<file path="config.mk">
export PLATFORM = sky130hd
export DESIGN_NAME = serial_addsub_ctrl
export DESIGN_NICKNAME = d
export VERILOG_FILES = /design/src/rtl/serial_alu_pkg.sv /design/src/rtl/adder1b.sv /design/src/rtl/serial_addsub_ctrl.sv
export SDC_FILE = /design/constraint.sdc
export NUM_CORES = 1
export LEC_CHECK = 0
export ABC_AREA = 1
export CAP_MARGIN = 30
export CELL_PAD_IN_SITES_DETAIL_PLACEMENT = 1
export CELL_PAD_IN_SITES_GLOBAL_PLACEMENT = 1
export CORE_MARGIN = 5
export CORE_UTILIZATION = 43
export CTS_CLUSTER_DIAMETER = 40
export DETAILED_ROUTE_END_ITERATION = 16
export DONT_BUFFER_PORTS = 1
export GPL_TIMING_DRIVEN = 0
export MAX_ROUTING_LAYER = met4
export PLACE_DENSITY_LB_ADDON = 0.1
export SYNTH_ARGS = -nofsm -noshare
export SYNTH_HDL_FRONTEND = slang
export SYNTH_SLANG_ARGS = --single-unit
</file>
<file path="constraint.sdc">
create_clock -name clk -period 1.4 [get_ports clk]
set_input_delay 0.14 -clock clk [delete_from_list [all_inputs] [get_ports clk]]
set_output_delay 0.14 -clock clk [all_outputs]
set_load 0.01 [all_outputs]
</file>
<file path="src/rtl/serial_alu_pkg.sv">
// Shared constants for the bit-serial add/subtract path.
// State encodings, operation codes and the bit-counter width helper.
package serial_alu_pkg;

    localparam logic [1:0] ST_IDLE = 2'd0;
    localparam logic [1:0] ST_RUN  = 2'd1;
    localparam logic [1:0] ST_DONE = 2'd2;

    localparam logic OP_ADD = 1'b0;
    localparam logic OP_SUB = 1'b1;

    // Counter only has to reach WIDTH-1; at least one bit wide.
    function automatic int unsigned cntw(input int unsigned width);
        return (width > 1) ? $clog2(width) : 1;
    endfunction

endpackage

</file>
<file path="src/rtl/adder1b.sv">
// Single-bit full-adder cell, time-shared by the serial add/subtract controller.
module adder1b (
    output logic s,
    output logic cout,
    input  logic a,
    input  logic b,
    input  logic cin
);

    assign s    = a ^ b ^ cin;
    assign cout = (a & b) | (cin & (a ^ b));

endmodule

</file>
<file path="src/rtl/serial_addsub_ctrl.sv">
// Bit-serial WIDTH-bit add/subtract: one adder1b cell, one bit per clock, LSB first.
// Start/busy/done handshake; result and flags hold until the next accepted start.
module serial_addsub_ctrl
    import serial_alu_pkg::*;
#(
    parameter int unsigned WIDTH = 8
) (
    input  logic             clk,
    input  logic             rst_n,
    input  logic             start,
    input  logic             op_sub,
    input  logic [WIDTH-1:0] a,
    input  logic [WIDTH-1:0] b,
    output logic             busy,
    output logic             done,
    output logic [WIDTH-1:0] result,
    output logic             cout,
    output logic             ovf,
    output logic             zero
);

    localparam int unsigned CNTW = cntw(WIDTH);
    localparam logic [CNTW-1:0] CNT_LAST = CNTW'(WIDTH - 1);

    logic [1:0]       state_q, state_d;
    logic [WIDTH-1:0] sh_a_q, sh_a_d;
    logic [WIDTH-1:0] sh_b_q, sh_b_d;
    logic [WIDTH-1:0] result_q, result_d;
    logic [CNTW-1:0]  cnt_q, cnt_d;
    logic             carry_q, carry_d;
    logic             cout_q, cout_d;
    logic             ovf_q, ovf_d;
    logic             zero_q, zero_d;

    logic sum;
    logic carry_out;

    adder1b u_adder (
        .s    (sum),
        .cout (carry_out),
        .a    (sh_a_q[0]),
        .b    (sh_b_q[0]),
        .cin  (carry_q)
    );

    always_comb begin
        state_d  = state_q;
        sh_a_d   = sh_a_q;
        sh_b_d   = sh_b_q;
        result_d = result_q;
        cnt_d    = cnt_q;
        carry_d  = carry_q;
        cout_d   = cout_q;
        ovf_d    = ovf_q;
        zero_d   = zero_q;

        case (state_q)
            ST_IDLE, ST_DONE: begin
                if (start) begin
                    // Subtract is a + ~b + 1: invert b and seed the carry with 1.
                    state_d  = ST_RUN;
                    sh_a_d   = a;
                    sh_b_d   = (op_sub == OP_SUB) ? ~b : b;
                    carry_d  = op_sub;
                    cnt_d    = '0;
                    result_d = '0;
                    cout_d   = 1'b0;
                    ovf_d    = 1'b0;
                    zero_d   = 1'b0;
                end else if (state_q == ST_DONE) begin
                    state_d = ST_IDLE;
                end
            end
            ST_RUN: begin
                carry_d  = carry_out;
                result_d = {sum, result_q[WIDTH-1:1]};
                sh_a_d   = sh_a_q >> 1;
                sh_b_d   = sh_b_q >> 1;
                cnt_d    = cnt_q + CNTW'(1);
                if (cnt_q == CNT_LAST) begin
                    // result_q[WIDTH-1:1] holds every earlier sum bit at this point.
                    cout_d  = carry_out;
                    ovf_d   = carry_q ^ carry_out;
                    zero_d  = ~(|result_q[WIDTH-1:1]) & ~sum;
                    cnt_d   = '0;
                    state_d = ST_DONE;
                end
            end
            default: state_d = ST_IDLE;
        endcase
    end

    always_ff @(posedge clk) begin
        if (!rst_n) begin
            state_q  <= ST_IDLE;
            sh_a_q   <= '0;
            sh_b_q   <= '0;
            result_q <= '0;
            cnt_q    <= '0;
            carry_q  <= 1'b0;
            cout_q   <= 1'b0;
            ovf_q    <= 1'b0;
            zero_q   <= 1'b0;
        end else begin
            state_q  <= state_d;
            sh_a_q   <= sh_a_d;
            sh_b_q   <= sh_b_d;
            result_q <= result_d;
            cnt_q    <= cnt_d;
            carry_q  <= carry_d;
            cout_q   <= cout_d;
            ovf_q    <= ovf_d;
            zero_q   <= zero_d;
        end
    end

    assign busy   = (state_q == ST_RUN);
    assign done   = (state_q == ST_DONE);
    assign result = result_q;
    assign cout   = cout_q;
    assign ovf    = ovf_q;
    assign zero   = zero_q;

endmodule

</file>
======== Yosys cells after proc, flatten, opt, wreduce, memory -nomap -nowiden ========
Index checks and enable logic that the tools add are counted.
storage, ports and cells
  bits in registers ....................... 33
  output and inout port bits .............. 13
operators by class
  equality and inequality tests ........... 6
  bitwise operators ....................... 10
  multiplexer cells ....................... 23
  reduce and logical (&&, ||, !) cells .... 7
  add/subtract/negate cells ............... 1
operator list
  cell                   number
  $pmux W8 S2            3
  $mux W8                4
  $not A8 Y8             1
  $pmux W1 S2            4
  $reduce_or A7 Y1       1
  $mux W2                3
  $mux W3                2
  $pmux W3 S2            1
  $mux W1                5
  $pmux W2 S2            1
  $reduce_and A2 Y1      2
  $add A3 B1 Y3 const B  1
  $and A1 B1 Y1          3
  $eq A3 B3 Y1 const B   1
  $ne A3 B3 Y1 const B   1
  $reduce_and A3 Y1      1
  $xor A1 B1 Y1          3
  $eq A2 B1 Y1 const B   1
  $eq A2 B2 Y1 const B   1
  $logic_not A2 Y1       1
  $ne A2 B1 Y1 const B   1
  $ne A2 B2 Y1 const B   1
  $not A1 Y1             2
  $reduce_bool A2 Y1     1
  2 further kinds        2

======== Logic depth before layout (Yosys ltp) ========
Gate-level depths: netlist of the first run.
  depth after elaboration ................. 6
  gate-level depth with buffers ........... 8
  mapped depth without buffers ............ 7

======== Cells and area by module ========
Synthesis of the first run repeated with hierarchy kept, for this count alone.
unflattened totals
  cell total of the unflattened synthesis .. 222
  area, all modules ....................... 1546.5 µm²
by module, submodules not included
  module              times used  sequential area each (µm²)  cells an instance  area an instance (µm²)
  serial_addsub_ctrl  1           660.6                       221                1526.5
  adder1b             1           0.0                         1                  20.0

======== Worst setup path before layout of the first run ========
OpenSTA, ideal clock, no wires.
  path kind ............................... reg-to-reg
  start ................................... register carry_q
  end ..................................... register zero_q (netlist: zero)
  arrival time ............................ 1.146 ns
  setup slack ............................. 0.135 ns
  required time ........................... 1.281 ns
  stages on the path, launching flop included .. 6
  clock period less this slack ............ 1.265 ns
  path through ............................ dfxtp_1 -> fa_1 -> nor2_1 -> and2_0 -> nand2_1 -> a21oi_1
between the ends
  longest elaborated chain between the ends .. 5
ends and longest elaborated chain
  item                    RTL line                   RTL
  from (decl)             serial_addsub_ctrl.sv:30   logic carry_q, carry_d;
  from (signal assigned)  serial_addsub_ctrl.sv:110  carry_q <= carry_d;
  $xor A1 B1 Y1           adder1b.sv:10              assign s = a ^ b ^ cin;
  $not A1 Y1              serial_addsub_ctrl.sv:84   zero_d = ~(|result_q[WIDTH-1:1]) & ~sum;
  $and A1 B1 Y1           serial_addsub_ctrl.sv:84
  $mux W1                 serial_addsub_ctrl.sv:80   if (cnt_q == CNT_LAST) begin
  $pmux W1 S2             serial_addsub_ctrl.sv:57   case (state_q)
  to (signal assigned)    serial_addsub_ctrl.sv:113  zero_q <= zero_d;
  to (decl)               serial_addsub_ctrl.sv:33   logic zero_q, zero_d;
Every way passes these cells. The select of a mux whose other input is x is not followed.
A chain may end at the register's enable or synchronous reset.

======== Worst setup path after layout of the first run ========
Ends and elaborated chain as after synthesis.

==> summary.md, run 1 <==
| Metric | Value |
|---|---|
| Final worst slack | `38.3 ps` |
| Sw Share | `26.0%` |
| Die span in x | `just over 70 µm` |
| Largest family of logic cells by synthesized area | `simple AND/OR/NAND/NOR gates` |
| Diode count | `0` |
| Synth Register Bits | `33` |
| Starting density of the core | `44.6%` |
| Placer Congestion | `0.781` |
| Grt total ovfl | `0` |
| Die area | `5160 µm²` |
| Max_slew headroom | `56.8%` |
| NetSw | `0.000601 W` |
| CP max stage cell | `fa_1` |
| WL/cell | `roughly 13 µm` |
| Worst vdd ir | `0.000529 V` |
| Synth cell types | `24` |
| Final hold viol count | `0` |
| Placed Area | `1710 µm²` |
| Reg2Reg Capture Point | `zero` |
| Cells after Synth | `237` |
| Total Power | `0.00232 W` |
| Mapped cell area | `1650 µm²` |
| Pleak | `0.877 nW` |
| CTS tree | `yes` |
| Hold EP | `sh_a_q[7]` |
| Post-synth top flop | `dfxtp_1` |
| Combinational share of power | `15.1%` |
| R2R depth | `5` |
| Die Span Y | `71.9 µm` |
| Critical Path Max Stage Delay | `between 500 and 600 ps` |
| Clock share of power | `40.2%` |
| Sequential-to-total area share from yosys stat | `around 40%` |
| Nets@finish | `roughly 270` |
| Critical Path AT | `1540 ps` |
| 1st-iter DRT viols | `64` |
| Global Route Usage Sum | `17.1%` |
| H-tree depth | `2` |
| Final setup fails | `0` |
| Tightest Pin Transition | `648 ps` |
| Syn_area_per_cell | `6.94 µm²` |
| Min-delay src | `a[7]` |
| Ranking of synthesized cells by area | `dfxtp_1 40%, nand2_1 19%, inv_1 6.4%, nand3_1 6.4%, a21oi_2 4.8%` |
| Power per cell area | `approximately 1200 nW/µm²` |
| Post-Route Setup TNS | `0 ps` |
| I/O Buffers | `0` |
| First-pass GRT wire length | `6730 µm` |
| Largest net degree at the start of global routing | `11` |
| Mapped Nets | `260` |
| Via/cell ratio | `slightly below 5` |
| Drt pass-1 iters | `4` |
| Number of synthesized flops with an enable pin | `0` |
| Synth Area in Compound Gates | `9.81%` |
| Fraction of layout cells with a size suffix above 1 | `18.4%` |
| Worst R2R Setup Slack | `40 ps` |
| Worst EP required | `1580 ps` |
| Clock root cell | `clkbuf_8` |
| HP Class | `in2reg` |
| Post-Layout Cell Count | `298` |
| Worst-path cell chain | `fa_1, nor2_1, and2_1, nand2_1, a21oi_1` |
| CTS clk-pin slew, worst paths | `70 ps` |
| Post-DP HPWL | `2950 µm` |
| Synth Area in Adders | `2.74%` |
| Synth Area in XOR/XNOR | `0.532%` |
| Core area | `3690 µm²` |
| Final min period | `1360 ps` |
| IO Count | `33` |
| WHS Path Cells | `2` |
| Post-synth top area share | `40.2%` |
| Pint | `0.00171 W` |
| Max_cap viols | `0` |
| Async SR Flop Fraction | `0%` |
| Vias | `around 1500` |
| Worst-Skew Late Latency | `290 ps` |
| CP max FO | `3` |
| Commonest cells in the netlist | `85 x nand2_1, 33 x dfxtp_1, 28 x inv_1` |
| Area growth from synthesis to final layout | `15.0%` |
| Setup crit start kind | `flop` |
| CP Capture Type | `flop` |
| Worst-case clock buffer depth | `2` |
| Placed cell count | `285` |
| Buf+Inv Stages, Crit Path | `0` |
| Launching point of the worst reg2reg path | `carry_q` |
| Mux cell area share after synthesis | `0%` |
| Yosys warning count | `0` |
| Num rows | `22` |
| Reg power frac | `between 40 and 50%` |
| Most common cell in the netlist | `nand2_1` |
| Worst path top cell family by delay | `adder cells` |
| Drc violations | `0` |
| CTS sink cnt | `33` |
| Fmax | `0.734 GHz` |
| Fin area | `1890 µm²` |
| CP Class | `reg2reg` |
| Dominant cell type by area after synthesis | `dfxtp_1` |
| Fin crit share | `97.3%` |
| Post-place setup slack | `around 6.4 ps` |
| Fillers | `around 470` |
| Pins Over Slew Limit | `0` |
| Final Skew | `7.60 ps` |
| Routed WL | `4010 µm` |
| Area share of and/or/nand/nor cells after synthesis | `35.7%` |
| Status | `finished, final reports clean` |
| Post-route ant nets | `0` |
| Initial antenna violation count | `0` |
| Vias in the first global route | `1464` |
| TritonCTS buffer count | `5` |
[how the worst max path moves through the flow]
| stage | start | end | slack [ps] | cells past startpoint |
|---|---|---|---|---|
| after floorplan | carry_q | zero | 140 | 5 |
| after global routing | carry_q | zero | -0.4 | 5 |
| after global placement | carry_q | zero | 7 | 5 |
| after CTS | sh_b_q[0] | zero | 10 | 5 |
| final | carry_q | zero | 40 | 5 |
| after detailed placement | carry_q | zero | 6 | 5 |
[sequential cells by signal (all words and copies together), names as in the netlist]
signal   flops
zero         1
cnt_q        3
carry_q      1
result       8
cout         1
sh_a_q       8
sh_b_q       8
ovf          1
state_q      2
[stage by stage]
step	hold slack (ps)	utilization [%]
after floorplan	263	-
after global placement	268	46.2
after detailed placement	272	46.2
after CTS	12.6	49.7
after global routing	18.3	51.3
final	13.0	51.3
[cells in the final DEF, fill, tap and decap left out]
cell type      synthesis  routed
nand2_1               85      84
dfxtp_1               33      31
inv_1                 28      28
nand3_1               21      20
nor2_1                14      14
a21oi_1               12      12
nand2_2               11      11
a21oi_2                9       9
clkbuf_8               0       6
buf_4                  1       4
buf_6                  4       4
clkbuf_1               2       3
o21ai_0                3       3
inv_2                  2       2
nand2_4                1       2
ha_1                   2       2
nor2_4                 1       1
buf_1                  1       1
nor2_2                 1       1
o21a_1                 1       1
buf_2                  1       1
xor2_1                 1       1
nand3_2                0       1
and2_1                 0       1
nand3b_1               1       1
fa_1                   1       1
dfxtp_4                0       1
bufinv_16              0       1
dlygate4sd3_1          0       1
buf_12                 0       1
dfxtp_2                0       1
[power by group through the flow]
stage	sequential [W]	clock, W	combinational, W
floorplan	0.00105	0	0.000253
global placement	0.00105	0	0.000308
detailed placement	0.00106	0	0.000321
CTS	0.00103	0.000949	0.000326
global route	0.00104	0.000999	0.000395
finish	0.00103	0.000931	0.000351
[kinds of logic after synthesis]
logic type,after synthesis
compound gates,25
xor+xnor,1
fa+ha+maj,3
buf+inv,39
flops,33
simple gates,136
[area by class of cell]
class	count	area [µm²]	area share, %
Multi-Input combinational cell	165	816	43.1
Sequential cell	33	666	35.2
Inverter	30	113	5.95
Clock buffer	7	86.3	4.56
Buffer	9	68.8	3.64
Tap cell	48	60.1	3.17
Timing Repair Buffer	5	52.6	2.78
Clock inverter	1	30.0	1.59
[what timing repair did]
action	4_1_cts	5_1_grt
pin swaps	1	3
endpoints found under the hold margin	2	0
buffers inserted	0	4
endpoints found under the setup margin	2	5
gates cloned	0	0
hold buffers	1	0
gates resized for setup	1	6
[routing by layer]
layer  global-route usage (%)  routed length, µm
met1                     19.7               1830
met2                     28.7               1940
met3                     4.35                182
met4                     6.26                 60
met5                        -                  0
(Power assumes the default switching activity.)
==> inputs of run 2 (changes only) <==
Settings changed: GPL_ROUTABILITY_DRIVEN set to 0.
==> results of run 2 <==
Final layout, timing and power as in run 1 (identical DEF).
==> inputs of run 3 (changes only) <==
Settings changed: CORE_ASPECT_RATIO set to 0.8, REMOVE_ABC_BUFFERS set to 1.
==> run 3 against run 2 <==
Maximum frequency rose by 0.53%. Largest power group unchanged. Combinational power down 15%. Sequential share of layout area is 1.9 points higher. Count of clock-buffer cells in the layout unchanged. Register-to-register slack hardly changed.
==> summary.md, run 3 (same netlist as run 1, synthesis figures left out) <==
| Metric | Value |
|---|---|
| Drc violations | `0 (unchanged)` |
| Fmax | `0.738 GHz (+0.53%)` |
| Grt total ovfl | `0 (unchanged)` |
| Starting density of the core | `43.8% (-0.77 points)` |
| Worst R2R Setup Slack | `50 ps (about the same)` |
| Status | `finished, final reports clean` |
| CP Class | `reg2reg` |
| Vias | `1443 (-2.1%)` |
| CP max stage cell | `fa_1` |
| 1st-iter DRT viols | `51 (-20%)` |
| Post-Route Setup TNS | `0 ps (unchanged)` |
| R2R depth | `5 (unchanged)` |
| Worst-case clock buffer depth | `2 (unchanged)` |
| Worst-path cell chain | `fa_1, nor2_1, and2_1, nand2_1, a21oi_1` |
| Most frequent cells in the layout | `84 x nand2_1, 29 x dfxtp_1, 28 x inv_1` |
| CP max FO | `2 (-1)` |
| Final Skew | `1.88 ps (-5.72 ps)` |
| CP Capture Type | `flop` |
| Max_slew headroom | `43.3% (-14 points)` |
| Final setup fails | `0 (unchanged)` |
| I/O Buffers | `0 (unchanged)` |
| H-tree depth | `2 (unchanged)` |
| Diode count | `0 (unchanged)` |
| RSZ-0062 raised after global routing | `yes` |
| Critical Path AT | `1530 ps (about the same)` |
| Fin crit share | `96.7% (-0.51 points)` |
| Worst Setup EP | `zero` |
| Reg2Reg Capture Point | `zero` |
| Die Span Y | `65.3 µm (-9.1%)` |
| Initial antenna violation count | `0 (unchanged)` |
| Worst vdd ir | `0.000776 V (+47%)` |
| Post-route ant nets | `0 (unchanged)` |
| Num rows | `20 (-9.1%)` |
| Final min period | `1350 ps (-7.19 ps)` |
| Clock root cell | `clkbuf_8` |
| Fraction of layout cells with a size suffix above 1 | `16.7% (-1.7 points)` |
| Drt pass-1 iters | `4 (unchanged)` |
| Power per cell area | `1190 nW/µm² (-2.7%)` |
| CTS tree | `yes` |
| Die area | `5170 µm² (+0.15%)` |
| Post-DP HPWL | `2640 µm (-11%)` |
| Final hold viol count | `0 (unchanged)` |
| Nets@finish | `262 (-3.7%)` |
| Total Power | `0.00214 W (-7.8%)` |
| Commonest non-fill, non-tap cell in the layout | `nand2_1` |
| Worst EP required | `1580 ps (about the same)` |
| Max_cap viols | `0 (unchanged)` |
| Area growth from synthesis to final layout | `8.97%` |
| Pleak | `0.823 nW (-6.2%)` |
| Global Route Usage Sum | `17.5% (+0.33 points)` |
| Setup crit start kind | `flop` |
| CTS clk-pin slew, worst paths | `70 ps (about the same)` |
| Pins Over Slew Limit | `0 (unchanged)` |
| Critical Path Source | `sh_b_q[0]` |
| First-pass GRT wire length | `6830 µm (+1.5%)` |
| Tightest Pin Transition | `850 ps (+202 ps)` |
| Launching point of the worst reg2reg path | `sh_b_q[0]` |
| Fin Hold WS | `54.3 ps (+41.3 ps)` |
| Die span in x | `79.2 µm (+10%)` |
| Final worst slack | `45.5 ps (+7.19 ps)` |
| Post-place setup slack | `-158 ps (-164 ps)` |
| Fillers | `492 (+3.8%)` |
| Worst-Skew Late Latency | `280 ps (about the same)` |
| Via/cell ratio | `5.08 (+2.7%)` |
| Critical Path Max Stage Delay | `560 ps (about the same)` |
| HP Class | `in2reg` |
| TritonCTS buffer count | `5 (unchanged)` |
| CTS sink cnt | `33 (unchanged)` |
| Vias in the first global route | `1444 (-1.4%)` |
| Core area | `3750 µm² (+1.8%)` |
| WL/cell | `14.3 µm (+6.1%)` |
| IO Count | `33 (unchanged)` |
| Largest net degree at the start of global routing | `22 (+11)` |
| Routed WL | `4050 µm (+1.1%)` |
-- run 3: cell count changes in the layout (fill, tap and decap cells not counted), moves of 2 or more --
cell      before  now
dfxtp_2        1    4
dfxtp_1       31   29
buf_6          4    0
buf_4          4    0
nor2_4         1    3
clkbuf_1       3    0
-- run 3: worst min-delay path by stage --
stage,startpoint,to,slack [ps],cells after the start
5_1_grt,b[7],sh_b_q[7],40,3
3_5_place_dp,rst_n,sh_b_q[2],250,2
6_report,b[7],sh_b_q[7],50,3
2_1_floorplan,rst_n,sh_b_q[0],240,2
4_1_cts,b[7],sh_b_q[7],50,3
3_3_place_gp,rst_n,sh_b_q[6],240,2
-- run 3: worst max-delay path, delay by kind of cell (launching register included) --
kind | cells | cell delay (ps)
and+or+nand+nor | 3 | 300
DFF | 1 | 340
AOI/OAI and AO/OA | 1 | 60
adders and majority gates | 1 | 560
-- run 3: metrics by stage --
stage / instance area [µm²] / util [%] / std cells
finish: 1790 / 47.8 / 284
global route: 1790 / 47.8 / 284
CTS: 1780 / 47.5 / 284
detailed placement: 1630 / 43.5 / 272
global placement: 1630 / 43.5 / 272
floorplan: 1580 / - / 228
-- run 3: final cells by class --
cell class,instances,area [µm²],share of cell area (%)
multi-input cells,167,833,46.5
well taps,44,55.1,3.07
inverters,30,118,6.56
clock buffers,7,96.3,5.37
repair buffers,2,20.0,1.12
flip-flops and latches,33,666,37.1
clock inverters,1,5.00,0.279
-- run 3: timing repair --
action,CTS,global route
buffers inserted,0,0
gates cloned,2,0
setup endpoints to repair,30,21
hold buffers,2,0
gates resized for setup,6,6
pin swaps,1,3
endpoints found under the hold margin,13,0
-- run 3: metal layers --
metal	share of wire, %	global-route usage, %	routed length [µm]	vias to the layer above
met2	47	27.5	1890	27
met5	0	-	0	-
met1	49	22.1	1970	681
met3	3.8	4.66	153	5
met4	0.94	5.15	38	0
li1	-	-	-	730
-- run 3: where the power goes --
| group | switching, W | internal (W) |
|---|---|---|
| logic | 0.000197 | 0.000103 |
| registers | 0.0000450 | 0.000993 |
| clock network | 0.000354 | 0.000445 |
| total | 0.000596 | 0.00154 |
